`config.mk`:
```
export PLATFORM = sky130hd
export DESIGN_NAME = dmem_arbiter
export DESIGN_NICKNAME = d
export VERILOG_FILES = /design/src/rtl/dmem_arb_pkg.sv /design/src/rtl/dmem_arb_pick.sv /design/src/rtl/dmem_arbiter.sv
export SDC_FILE = /design/constraint.sdc
export NUM_CORES = 1
export LEC_CHECK = 0
export ABC_AREA = 1
export CAP_MARGIN = 20
export CORE_AREA = 3 3 121 123
export DETAILED_ROUTE_END_ITERATION = 12
export DIE_AREA = 0 0 124 126
export PLACE_DENSITY = 0.68
export SLEW_MARGIN = 20
export SYNTH_ARGS = -nofsm -noshare
export SYNTH_HDL_FRONTEND = slang
export SYNTH_HIERARCHICAL = 1
export SYNTH_SLANG_ARGS = --single-unit
```
`constraint.sdc`:
```
create_clock -name clk -period 2.1 [get_ports clk]
set_input_delay 0.315 -clock clk [delete_from_list [all_inputs] [get_ports clk]]
set_output_delay 0.315 -clock clk [all_outputs]
set_load 0.005 [all_outputs]
```
`src/rtl/dmem_arb_pkg.sv`:
```
// Shared types and constants for the data-memory arbiter.
package dmem_arb_pkg;

  typedef enum logic {
    M0_CORE = 1'b0,
    M1_DBG  = 1'b1
  } master_id_e;

  // After this many m0 wins while m1 waits, m1 wins the next contention.
  localparam logic [3:0] STARVE_MAX = 4'd15;

  localparam int unsigned CMD_ADDR_W = 32;
  localparam int unsigned CMD_DATA_W = 32;

  // Memory command bundle at the default port widths.
  typedef struct packed {
    logic [CMD_ADDR_W-1:0]   addr;
    logic                    we;
    logic [CMD_DATA_W/8-1:0] be;
    logic [CMD_DATA_W-1:0]   wdata;
  } mem_cmd_t;

endpackage

```
`src/rtl/dmem_arb_pick.sv`:
```
// Combinational master selection from the two requests plus policy state.
// Build option: DMEM_ARB_RR_EN selects round-robin; otherwise fixed priority
// m0 > m1 with an anti-starvation override.
module dmem_arb_pick
  import dmem_arb_pkg::*;
(
  input  logic       req0_i,
  input  logic       req1_i,
`ifdef DMEM_ARB_RR_EN
  input  master_id_e last_i,
`else
  input  logic [3:0] starve_cnt_i,
`endif
  output master_id_e sel_o
);

  // Lone requester always wins; contention is resolved by the policy.
  always_comb begin
    sel_o = M0_CORE;
    if (req0_i && req1_i) begin
`ifdef DMEM_ARB_RR_EN
      sel_o = (last_i == M0_CORE) ? M1_DBG : M0_CORE;
`else
      sel_o = (starve_cnt_i >= STARVE_MAX) ? M1_DBG : M0_CORE;
`endif
    end else if (req1_i) begin
      sel_o = M1_DBG;
    end
  end

endmodule

```
`src/rtl/dmem_arbiter.sv`:
```
// Two-master data-memory arbiter (core port m0, debug port m1) with a
// one-deep response pipeline routing read data back to the owner.
// Build option: DMEM_ARB_RR_EN enables round-robin arbitration.
module dmem_arbiter
  import dmem_arb_pkg::*;
#(
  parameter int ADDR_W = 32,
  parameter int DATA_W = 32
) (
  input  logic                clk,
  input  logic                rst_n,
  input  logic                m0_req_i,
  output logic                m0_gnt_o,
  input  logic [ADDR_W-1:0]   m0_addr_i,
  input  logic                m0_we_i,
  input  logic [DATA_W/8-1:0] m0_be_i,
  input  logic [DATA_W-1:0]   m0_wdata_i,
  output logic                m0_rvalid_o,
  output logic [DATA_W-1:0]   m0_rdata_o,
  input  logic                m1_req_i,
  output logic                m1_gnt_o,
  input  logic [ADDR_W-1:0]   m1_addr_i,
  input  logic                m1_we_i,
  input  logic [DATA_W/8-1:0] m1_be_i,
  input  logic [DATA_W-1:0]   m1_wdata_i,
  output logic                m1_rvalid_o,
  output logic [DATA_W-1:0]   m1_rdata_o,
  output logic                mem_req_o,
  output logic [ADDR_W-1:0]   mem_addr_o,
  output logic                mem_we_o,
  output logic [DATA_W/8-1:0] mem_be_o,
  output logic [DATA_W-1:0]   mem_wdata_o,
  input  logic                mem_gnt_i,
  input  logic [DATA_W-1:0]   mem_rdata_i
);

  master_id_e sel;
  logic       xfer;
  logic       resp_vld_q, resp_vld_d;
  master_id_e resp_owner_q, resp_owner_d;
`ifdef DMEM_ARB_RR_EN
  master_id_e last_q, last_d;
`else
  logic [3:0] starve_cnt_q, starve_cnt_d;
`endif

  dmem_arb_pick u_pick (
    .req0_i       (m0_req_i),
    .req1_i       (m1_req_i),
`ifdef DMEM_ARB_RR_EN
    .last_i       (last_q),
`else
    .starve_cnt_i (starve_cnt_q),
`endif
    .sel_o        (sel)
  );

  assign mem_req_o = m0_req_i | m1_req_i;
  assign xfer      = mem_req_o & mem_gnt_i;

  // Grants are gated by reset so they drop the moment reset asserts.
  assign m0_gnt_o = rst_n & xfer & (sel == M0_CORE);
  assign m1_gnt_o = rst_n & xfer & (sel == M1_DBG);

  // Command mux: forward the selected master's fields to memory.
  always_comb begin
    mem_addr_o  = m0_addr_i;
    mem_we_o    = m0_we_i;
    mem_be_o    = m0_be_i;
    mem_wdata_o = m0_wdata_i;
    if (sel == M1_DBG) begin
      mem_addr_o  = m1_addr_i;
      mem_we_o    = m1_we_i;
      mem_be_o    = m1_be_i;
      mem_wdata_o = m1_wdata_i;
    end
  end

  // Next-state for the response pipeline and the arbitration policy.
  always_comb begin
    resp_vld_d   = xfer;
    resp_owner_d = xfer ? sel : resp_owner_q;
`ifdef DMEM_ARB_RR_EN
    last_d = xfer ? sel : last_q;
`else
    starve_cnt_d = starve_cnt_q;
    if (xfer) begin
      if (sel == M1_DBG) begin
        starve_cnt_d = '0;
      end else if (m1_req_i && (starve_cnt_q < STARVE_MAX)) begin
        starve_cnt_d = starve_cnt_q + 4'd1;
      end
    end
`endif
  end

  // State registers; last owner resets to m1 so m0 wins the first contention.
  always_ff @(posedge clk or negedge rst_n) begin
    if (!rst_n) begin
      resp_vld_q   <= 1'b0;
      resp_owner_q <= M0_CORE;
`ifdef DMEM_ARB_RR_EN
      last_q       <= M1_DBG;
`else
      starve_cnt_q <= '0;
`endif
    end else begin
      resp_vld_q   <= resp_vld_d;
      resp_owner_q <= resp_owner_d;
`ifdef DMEM_ARB_RR_EN
      last_q       <= last_d;
`else
      starve_cnt_q <= starve_cnt_d;
`endif
    end
  end

  // Response routing: memory data goes only to the owner, zero elsewhere.
  always_comb begin
    m0_rvalid_o = resp_vld_q & (resp_owner_q == M0_CORE);
    m1_rvalid_o = resp_vld_q & (resp_owner_q == M1_DBG);
    m0_rdata_o  = m0_rvalid_o ? mem_rdata_i : '0;
    m1_rdata_o  = m1_rvalid_o ? mem_rdata_i : '0;
  end

endmodule
```
# == Yosys cells after proc, flatten, opt, wreduce, memory -nomap -nowiden ==
# Index checks and enable logic that the tools add are counted.
# classes
add_sub_neg,1
multipliers,0
div,0
order_cmp,2
eq_ne,0
shift,0
muxes,11
bitwise,9
n_reduce_logical,4
# ops
cell,n
$mux W32,4
$mux W4,3
$and A1 B1 Y1,6
$add A4 B1 Y4 const B,1
$ge A4 B4 Y1 const B,1
$lt A4 B4 Y1 const B,1
$mux W1,4
$logic_and A1 B1 Y1,2
$not A1 Y1,2
$reduce_and A2 Y1,1
$reduce_bool A2 Y1,1
$or A1 B1 Y1,1
# word_totals
register_bits,6
latchBits,0
ramBits,0
mem_bits_ro,0
inputBits,175
n_memories,0

# == Longest topological paths before layout ==
# Gate-level depths: netlist of run 1.
# depth
ltp_word,5
mapped_depth,9
ltp_nobuf,8

# == Cells and area by module ==
# The synthesis of run 1 kept the hierarchy.
# modules_own_cells
module,instances,cells_per_inst,area_per_inst_um2,seq_area_each_um2
dmem_arbiter,1,226,1906.8,150.1
dmem_arb_pick,1,8,30.0,0.0

# == Worst setup path before layout of run 1 ==
# OpenSTA, ideal clock, no wires.
# synth_timing
path_kind,flip-flop to output port
from,reg starve_cnt_q[0]
to,out mem_wdata_o[24]
arrival_ps,1300
path_slack_ps,485
path_stages_with_launch,8
n_path_buf,2
cell_sequence,dfrtp_1 nand2_1 nor2_1 nand2_1 nand2_1 buf_6 buf_8 mux2_4
# synth_via
elab_chain_cells,4
# synth_rtl
item,line,source
"start, declared",dmem_arbiter.sv:44,"logic [3:0] starve_cnt_q, starve_cnt_d;"
"start signal, assigned",dmem_arbiter.sv:113,starve_cnt_q <= starve_cnt_d;
$ge A4 B4 Y1,dmem_arb_pick.sv:24,sel_o = (starve_cnt_i >= STARVE_MAX) ? M1_DBG : M0_CORE;
$mux W1,dmem_arb_pick.sv:24,
$mux W1,dmem_arb_pick.sv:20,if (req0_i && req1_i) begin
via sel,dmem_arbiter.sv:37,master_id_e sel;
$mux W32,dmem_arbiter.sv:71,if (sel == M1_DBG) begin
"end, declared",dmem_arbiter.sv:32,"output logic [DATA_W-1:0] mem_wdata_o,"
# The timed path passes the listed nets, and every way through them passes these cells.

# == Worst setup path after layout of run 1 ==
# layout_timing
from,reg starve_cnt_q[3]
to,out mem_be_o[2]
# layout_via
elab_chain_cells,4
# layout_rtl
item,line,source
$ge A4 B4 Y1,dmem_arb_pick.sv:24,
$mux W1,dmem_arb_pick.sv:24,
$mux W1,dmem_arb_pick.sv:20,
via sel,dmem_arbiter.sv:37,
$mux W4,dmem_arbiter.sv:71,
"end, declared",dmem_arbiter.sv:31,"output logic [DATA_W/8-1:0] mem_be_o,"
# The timed path passes the listed nets, and every way through them passes these cells.

==> results.md, run 1 <==
- Cell taking the most area after synthesis: sky130_fd_sc_hd__mux2_4
- Floorplan core area: 13770 um^2
- Violations in the final reports: negative setup slack
- Pin count of the biggest net entering global routing: 34
- Most frequently used cell type in the post-synthesis netlist: sky130_fd_sc_hd__nor2_1
- Post-synthesis instance area: 1937 um^2
- Clock latency reported for the late side of the worst-skew pair: 230 ps
- Worst reg-to-reg path cell count: 13
- Post-route cell area: 5857 um^2
- Static leakage: 0.002781 uW
- Number of nets with antenna violations after routing: 0
- Total of endpoints with negative setup slack in the final report: 16
- Synth-to-layout area growth: 202.4%
- Max Slew Vio Count: 0
- TritonCTS Sinks: 6
- Number of global-route vias before repair: 3050
- Number of failing hold endpoints at the final stage: 0
- Crit start category: flop
- Post-CTS Hold Fix Bufs: 0
- Per-instance average area after synthesis: 8.277 um^2
- Die footprint: 15620 um^2
- Result of the run: finished, violations left
- Worst setup path class: reg -> out
- Top FF cell, synth: sky130_fd_sc_hd__dfrtp_1
- Source of the critical timing path: starve_cnt_q[3]
- Area share of the leading cell type in the synthesized netlist: 0.5194
- Fmax: 0.4537 GHz
- Number of top-level pins: 313
- Clock transition at the registers of the reported paths: 30 ps
- Maximum fanout encountered on the critical timing path: 4
- Sequential element share of the synthesized area: 0.07752
- Post-DP HPWL: 9466 um
- Peak VDD IR: 389.7 uV
- Global placement routability congestion: 0.9200
- Actual transition at the worst max-transition pin: 351.7 ps
- Number of register bits inferred by synthesis: 6
- Count of antenna diodes in the layout: 0
- Clk_skew: 0.8558 ps
- Final worst-path setup slack: -103.9 ps
- Net count, final: 765
- First-pass DRT Iterations: 5
- Post-layout util: 0.4252
- Ranking of synthesized cells by instance count: sky130_fd_sc_hd__nor2_1, sky130_fd_sc_hd__mux2_4, sky130_fd_sc_hd__inv_1
- Worst setup slack after placement: -490.0 ps
- Post-synth EDFFs: 0
- Input/output buffers: 312
- Final Power: 1732 uW
- Antenna violations before repair: 0
- Max-slew headroom at the worst pin: 0.7655
- Level count of the clock H-tree: 1
- Largest cells by area after synthesis: sky130_fd_sc_hd__mux2_4, sky130_fd_sc_hd__nor2_1, sky130_fd_sc_hd__inv_1
- Number of buffers between clock root and the deepest sink: 2
- Vias per std cell: 3.787
- Via count: 2905
- Total GRT Usage: 0.1375
- Initial core utilization: 0.1406
- Die Span Y: 126 um
- Total nets after synthesis: 410
- Origin of the critical flop-to-flop path: starve_cnt_q[3]
- Remaining DRCs: 0
- Kind of path behind the tightest hold check: in -> async
- Hold Slack: 438.3 ps
- Distinct cell type count of the synthesized netlist: 18
- TritonCTS Buffers: 3
- Cell area after placement: 5309 um^2
- Number of warnings printed during yosys synthesis: 6
- Req. time, crit path: 1780 ps
- Sort of element at the end of the critical path: output pin
- Synth async-reset ratio: 1.000
- First-pass GRT wire length: 16860 um
- Share of post-route cells with drive strength above 1: 0.3135
- Root buffer cell: sky130_fd_sc_hd__clkbuf_16
- Min Tclk post-route: 2204 ps
- DR iter-0 viols: 65
- P per Cell Area: 295.8 nW/um^2
- RSZ-0062 raised after global routing: true
- Crit path DAT: 1890 ps
- Final wirelength: 11880 um
- Share of the clock period used by the worst path: 1.049
- Floorplan die width: 124 um
- Max-capacitance violation count: 0
- Number of instances in the synthesized netlist: 234
- Congestion Overflow GR: 0
- Number of fill cells in the layout: 1353
- Core Rows: 43
- Average wire per standard cell: 15.49 um
- Clock tree from TritonCTS: built
-- where the power goes --
| group | total (uW) | leakage (uW) | internal (uW) | switching (uW) |
|---|---|---|---|---|
| Combinational | 1290 | 0.00267 | 896 | 395 |
| Clock | 305 | 0.0000370 | 244 | 60.5 |
| Sequential | 137 | 0.0000786 | 130 | 7.18 |
-- worst paths after layout --
path                                    to  slack [ps]
max                            mem_be_o[2]        -100
min                        starve_cnt_q[2]         440
max reg2reg                starve_cnt_q[0]         450
min reg2reg                   resp_owner_q         560
max in group asynchronous  starve_cnt_q[1]        1550
min in group clk              resp_owner_q         560
-- sequential cells by signal (all words and copies together), names as in the netlist --
name,count
resp_vld_q,1
resp_owner_q,1
starve_cnt_q,4
-- per-layer routing --
layer / share of wire / track usage
met5: 0 / 0
met4: 0.012 / 0.02255
met3: 0.084 / 0.03098
met2: 0.55 / 0.2644
met1: 0.36 / 0.1536
-- per-stage QoR --
step	setup TNS, ps	std cells
3_3_place_gp	-28010	731
5_1_grt	-4052	767
2_1_floorplan	0	234
4_1_cts	-2950	765
3_5_place_dp	-30550	731
6_report	-617.4	767
-- cell families after synthesis --
kind of cell | count (synthesis) | synth area share
AND/OR/NAND/NOR | 100 | 0.2035
AO/OA/AOI/OAI | 2 | 0.006459
flip-flops | 6 | 0.07752
adder cells (fa/ha/maj) | 1 | 0.006459
buffers and inverters | 55 | 0.1705
XOR/XNOR | 1 | 0.004523
multiplexers | 69 | 0.5310
-- cell usage in the layout (no fill, tap or decap) --
| cell type | Yosys | layout |
|---|---|---|
| sky130_fd_sc_hd__inv_1 | 41 | 41 |
| sky130_fd_sc_hd__bufbuf_16 | 0 | 1 |
| sky130_fd_sc_hd__clkbuf_2 | 0 | 7 |
| sky130_fd_sc_hd__nand2_2 | 0 | 3 |
| sky130_fd_sc_hd__nor2_1 | 68 | 67 |
| sky130_fd_sc_hd__nand4_1 | 1 | 1 |
| sky130_fd_sc_hd__buf_8 | 1 | 1 |
| sky130_fd_sc_hd__xor2_1 | 1 | 1 |
| sky130_fd_sc_hd__clkdlybuf4s50_1 | 0 | 239 |
| sky130_fd_sc_hd__o21a_1 | 1 | 1 |
| sky130_fd_sc_hd__dfrtp_1 | 6 | 6 |
| sky130_fd_sc_hd__buf_4 | 0 | 17 |
| sky130_fd_sc_hd__mux2_2 | 2 | 1 |
| sky130_fd_sc_hd__buf_16 | 0 | 5 |
| sky130_fd_sc_hd__nand3_1 | 6 | 6 |
| sky130_fd_sc_hd__buf_6 | 1 | 49 |
| sky130_fd_sc_hd__nand2_1 | 23 | 19 |
| sky130_fd_sc_hd__mux2_4 | 67 | 68 |
| sky130_fd_sc_hd__nand2_4 | 0 | 1 |
| sky130_fd_sc_hd__nor2_2 | 1 | 2 |
| sky130_fd_sc_hd__nand3_2 | 1 | 1 |
| sky130_fd_sc_hd__buf_2 | 6 | 14 |
| sky130_fd_sc_hd__clkbuf_16 | 0 | 4 |
| sky130_fd_sc_hd__buf_12 | 6 | 10 |
| sky130_fd_sc_hd__dlygate4sd2_1 | 0 | 10 |
| sky130_fd_sc_hd__o21ai_0 | 1 | 1 |
| sky130_fd_sc_hd__ha_1 | 1 | 1 |
| sky130_fd_sc_hd__clkdlybuf4s15_1 | 0 | 10 |
-- critical path, cell delays in order (launching register included) --
cell and delay (ps):
sky130_fd_sc_hd__dfrtp_1 380, sky130_fd_sc_hd__nand2_1 90, sky130_fd_sc_hd__nor2_2 50, sky130_fd_sc_hd__nand2_2 70
sky130_fd_sc_hd__nand2_4 60, sky130_fd_sc_hd__buf_6 120, sky130_fd_sc_hd__buf_12 120, sky130_fd_sc_hd__buf_12 120
sky130_fd_sc_hd__buf_16 130, sky130_fd_sc_hd__buf_12 120, sky130_fd_sc_hd__mux2_4 290, sky130_fd_sc_hd__buf_6 120
-- what timing repair did --
| item | CTS | global route |
|---|---|---|
| buffers inserted | 24 | 4 |
| endpoints found under the setup margin | 71 | 62 |
| cloned | 7 | 1 |
| gates resized for setup | 285 | 13 |
| pin swaps | 4 | 4 |
-- cell type report --
cell class	count	area, um^2	share of cell area
clock buffer	3	75.07	0.01282
inverter	41	153.9	0.02628
multi-input combinational	173	1478	0.2523
sequential	6	150.1	0.02564
tap	180	225.2	0.03845
timing repair buffer	364	3775	0.6445
Note: power is estimated with default switching activity, not from simulation.
==> run 2: changes to the inputs <==
- ABC_CLOCK_PERIOD_IN_PS: unset -> 2100
==> results of run 2 <==
Same layout as run 1: the final DEF is identical, and so are final timing and power.
